### src/rtl/serial_add_pkg.sv
// Shared encodings and width bounds for the bit-serial adder controller.
// State constants are plain 2-bit localparams so older code can reuse them.
package serial_add_pkg;

   localparam logic [1:0] ST_IDLE = 2'd0;
   localparam logic [1:0] ST_RUN  = 2'd1;
   localparam logic [1:0] ST_DONE = 2'd2;

   localparam int W_MIN = 1;
   localparam int W_MAX = 32;

endpackage

### src/rtl/fa_cell.sv
// 1-bit full adder built on a 3-to-8 decoder of {a,b,cin}.
// Sum and carry are ORs of the decoded minterms.
module fa_cell (
   input  logic a,
   input  logic b,
   input  logic cin,
   output logic s,
   output logic ca
);

   logic [7:0] dec;

   assign dec = 8'b1 << {a, b, cin};
   assign s   = dec[1] | dec[2] | dec[4] | dec[7];
   assign ca  = dec[3] | dec[5] | dec[6] | dec[7];

endmodule

### src/rtl/serial_add_ctrl.sv
// Bit-serial adder sequencer: one fa_cell, LSB first, W+2 cycles per add.
// Define SERIAL_ADD_SUB_EN to add a 'sub' port for a-b (cout=1: no borrow).
module serial_add_ctrl
   import serial_add_pkg::*;
#(
   parameter int W = 8
) (
   input  logic         clk,
   input  logic         rst,
   input  logic         start,
   input  logic         cin,
`ifdef SERIAL_ADD_SUB_EN
   input  logic         sub,
`endif
   input  logic [W-1:0] a,
   input  logic [W-1:0] b,
   output logic         busy,
   output logic         done,
   output logic [W-1:0] sum,
   output logic         cout
);

   localparam int CW = (W > 1) ? $clog2(W + 1) : 1;
   localparam logic [CW-1:0] LAST = CW'(W - 1);

   logic [1:0]    state;
   logic [CW-1:0] cnt;
   logic [W-1:0]  a_sr;
   logic [W-1:0]  b_sr;
   logic [W-1:0]  sum_sr;
   logic [W-1:0]  sum_nx;
   logic [W-1:0]  ld_b;
   logic          ld_c;
   logic          carry;
   logic          s;
   logic          ca;

`ifdef SERIAL_ADD_SUB_EN
   // Two's-complement subtract: invert b and force the carry-in
   assign ld_b = sub ? ~b : b;
   assign ld_c = sub ? 1'b1 : cin;
`else
   assign ld_b = b;
   assign ld_c = cin;
`endif

   fa_cell u_fa (
      .a   (a_sr[0]),
      .b   (b_sr[0]),
      .cin (carry),
      .s   (s),
      .ca  (ca)
   );

   generate
      if (W == 1) begin : g_w1
         assign sum_nx = s;
      end else begin : g_wn
         assign sum_nx = {s, sum_sr[W-1:1]};
      end
   endgenerate

   assign busy = (state != ST_IDLE);
   assign done = (state == ST_DONE);

   always_ff @(posedge clk) begin
      if (rst) begin
         state  <= ST_IDLE;
         cnt    <= '0;
         a_sr   <= '0;
         b_sr   <= '0;
         sum_sr <= '0;
         carry  <= 1'b0;
         sum    <= '0;
         cout   <= 1'b0;
      end else begin
         unique case (state)
            ST_IDLE: begin
               if (start) begin
                  a_sr  <= a;
                  b_sr  <= ld_b;
                  carry <= ld_c;
                  cnt   <= '0;
                  state <= ST_RUN;
               end
            end
            ST_RUN: begin
               sum_sr <= sum_nx;
               carry  <= ca;
               a_sr   <= a_sr >> 1;
               b_sr   <= b_sr >> 1;
               cnt    <= cnt + CW'(1);
               if (cnt == LAST) begin
                  sum   <= sum_nx;
                  cout  <= ca;
                  state <= ST_DONE;
               end
            end
            ST_DONE: state <= ST_IDLE;
            default: state <= ST_IDLE;
         endcase
      end
   end

endmodule

### config.mk
export PLATFORM = sky130hd
export DESIGN_NAME = serial_add_ctrl
export DESIGN_NICKNAME = d
export VERILOG_FILES = /design/src/rtl/serial_add_pkg.sv /design/src/rtl/fa_cell.sv /design/src/rtl/serial_add_ctrl.sv
export SDC_FILE = /design/constraint.sdc
export NUM_CORES = 1
export LEC_CHECK = 0
export ABC_AREA = 1
export BUFFER_PORTS_ARGS = -buffer_cell sky130_fd_sc_hd__buf_4
export CORE_ASPECT_RATIO = 1.75
export CORE_MARGIN = 2
export CORE_UTILIZATION = 45
export DETAILED_ROUTE_END_ITERATION = 10
export GPL_TIMING_DRIVEN = 0
export PLACE_DENSITY = 0.74
export SYNTH_ARGS = -nofsm -noshare
export SYNTH_HDL_FRONTEND = slang
export SYNTH_SLANG_ARGS = --single-unit
### constraint.sdc
create_clock -name clk -period 2.7 [get_ports clk]
set_input_delay 0.27 -clock clk [delete_from_list [all_inputs] [get_ports clk]]
set_output_delay 0.27 -clock clk [all_outputs]
set_load 0.01 [all_outputs]
==> results.py <==
metrics = {
    "die": {
        "num_io_pins": 31,
        "die_w_um": 49.6,
        "core_area_mm2": 0.00356,
        "die_area_mm2": 0.00415,
        "fp-row-count": 29,
        "initial_utilization_pct": 46.0,
        "dieHeight_um": 83.7,
    },
    "power": {
        "leakage_nw": 0.928,
        "switching_share_pct": 23.6,
        "pwr-share-comb_pct": 11.4,
        "pwr-share-clk_pct": 39.2,
        "p_seq_share_pct": 49.4,
        "p_int_mw": 0.969,
        "p_per_area_mw_per_mm2": 626,
        "p_sw_mw": 0.300,
        "peakVddDrop_v": 0.000519,
    },
    "timing": {
        "tns_ps": 0,
        "period_needed_ps": 1330,
        "rsz0062_at_grt": "no",
        "drv_slew": 0,
        "tightest_slew_ps": 414,
        "setup_violations": 0,
        "hold_viol": 0,
        "slew_headroom_pct": 72.4,
        "fmax_mhz": 749,
        "period_share_pct": 49.4,
        "finalClockSkew_ps": 3.87,
    },
    "synthesis": {
        "avgSynthCellArea_um2": 7.14,
        "synth_edf_count": 0,
        "yosysWarningCount": 0,
        "synth_area_mm2": 0.00164,
        "synth-async-reset-ratio_pct": 0,
        "synth.distinct_cells": 21,
        "synth-seq-cells": 39,
        "netlist_instances": 229,
        "syn_nets": 251,
        "synth_area_leaders": "dfxtp_1, nand2_1, nor2_1",
        "yosys.area.top_type": "dfxtp_1",
        "synth_top_area_share_pct": 47.7,
        "netlist_top_cells_count": "nand2_1, nor2_1, dfxtp_1, o21ai_0",
        "seq_area_frac_synth_pct": 47.7,
        "ys.flop_type": "dfxtp_1",
        "synth.most_common_cell": "nand2_1",
    },
    "detailed_routing": {
        "first_pass_iters": 6,
        "drt_iter0_drc": 31,
        "wirelength_um": 3410,
        "drtAntennaViolNets": 0,
        "via_per_inst": 4.78,
        "wire_per_inst_um": 10.9,
        "drc": 0,
        "routed-via-count": 1492,
    },
    "critical_path": {
        "required_ps": 2930,
        "worst-setup-path-type": "reg2reg",
        "end_kind": "flip-flop",
        "cpMaxStageDelayCell": "dfxtp_1",
        "cp-start-kind": "flip-flop",
        "reg2reg_depth": 5,
        "slowest_delay_ps": 410,
        "cp.arrival_ps": 1560,
        "critical_path_buf_inv_count": 0,
        "cp_max_fo": 8,
        "path_delay_family": "simple AND/OR/NAND/NOR gates",
        "ff2ff_setup_slack_ps": 1370,
        "path_depth": 5,
        "path_cells": "ha_1, nand3_1, nor2_4, nand2_1, o21ai_1",
    },
    "finish": {
        "multiInputGateArea_um2": 744,
        "final_layout_size_suffix_gt1_share_pct": 19.9,
        "n_fill_cell": 401,
        "diodes": 0,
        "final_area_mm2": 0.00203,
        "seq_area_um2": 781,
        "layout.nets": 287,
        "syn_to_final_growth_pct": 24.0,
    },
    "hold_path": {
        "hold_path.class": "in2reg",
        "hold_path_depth": 3,
    },
    "grt": {
        "grt_max_degree": 13,
        "overflow": 0,
        "grt_pass1_vias": 1336,
        "gr-usage-all-layers_pct": 18.4,
        "grt_pass1_wl_um": 5860,
        "antenna_found_initial": 0,
    },
    "placement": {
        "io_buffers": 29,
        "globalplace.congestion": 0.810,
        "placed_cell_area_mm2": 0.00191,
        "dp_hpwl_um": 2530,
    },
    "clock_tree": {
        "clk_pin_slew_ps": 70,
        "cts_num_sinks": 39,
        "h-tree-depth": 2,
        "cts_buffer_depth": 2,
        "cts_root_buf": "clkbuf_8",
        "cts_resized": 0,
        "holdBufCountCts": 0,
        "cts_buffers": 5,
        "postCtsSetupBuffers": 0,
        "cts_tree": "built",
        "clk_latency_ps": 290,
    },
    "run": {
        "max_cap_violations": 0,
    },
    "outcome": {
        "outcome": "completed",
    },
}
-- kinds of logic after synthesis --
kind of cell	synth area share, %
and+or+nand+nor	29.8
DFF	47.7
adders and majority gates	1.99
AOI/OAI and AO/OA	13.7
buffers and inverters	6.73
-- worst reg2reg max path, stage by stage, from the launching register on --
cell and delay, ps:
dfxtp_1 410, ha_1 220, nand3_1 180, nor2_4 230, nand2_1 120, o21ai_1 130
-- power groups by stage --
stage               Sequential (mW)  Clock [mW]  Combinational (mW)
floorplan                     0.636           0               0.100
global placement              0.639           0               0.144
detailed placement            0.640           0               0.145
CTS                           0.627       0.509               0.146
global route                  0.631       0.536               0.168
finish                        0.627       0.497               0.144
-- state kept, by name (all words and copies together), names as in the netlist --
signal,count
cout,1
carry,1
cnt,4
b_sr,8
state,2
a_sr,8
sum,8
sum_sr,7
-- cells in the final DEF (no fill, tap or decap) --
master / count
a21oi_1: 13
buf_2: 6
buf_4: 30
buf_6: 2
bufinv_16: 1
clkbuf_1: 2
clkbuf_8: 6
clkinv_2: 1
clkinv_4: 1
dfxtp_1: 39
fa_1: 1
ha_1: 1
inv_1: 7
inv_2: 2
nand2_1: 66
nand2_2: 1
nand2_4: 1
nand3_1: 5
nand4_1: 1
nor2_1: 48
nor2_4: 1
o21ai_0: 17
o21ai_1: 13
o21ai_2: 1
-- layer usage --
layer / global-route usage (%) / wire, µm / vias to the layer above
li1: - / - / 796
met1: 20.9 / 1430 / 648
met2: 31.6 / 1740 / 40
met3: 4.48 / 163 / 8
met4: 8.08 / 74 / 0
met5: 0 / 0 / -
-- path summary, 6_finish.rpt --
| path | from | endpoint |
|---|---|---|
| worst max-delay path | cnt[0] | cout |
| worst min-delay path | a[7] | a_sr[7] |
| worst max register to register | cnt[0] | cout |
| worst min register to register | sum[3] | sum[3] |
-- final cells by class --
type,instances,share of cell area (%)
inverters,10,2.10
repair buffers,29,10.7
multi-input cells,169,36.7
clock buffers,6,4.07
clock inverters,2,1.73
flip-flops and latches,39,38.5
well taps,46,2.84
plain buffers,11,3.33
-- stage by stage --
step / hold WS [ps] / util (%) / cells / setup WS (ps) / total power [mW]
3_3_place_gp: 452 / 53.7 / 304 / 1410 / 0.783
3_5_place_dp: 458 / 53.7 / 304 / 1350 / 0.786
4_1_cts: 228 / 57.0 / 312 / 1350 / 1.28
2_1_floorplan: 413 / - / 229 / 1570 / 0.736
5_1_grt: 240 / 57.0 / 312 / 1190 / 1.33
6_report: 235 / 57.0 / 312 / 1370 / 1.27
Note: power is estimated with default switching activity, not from simulation.
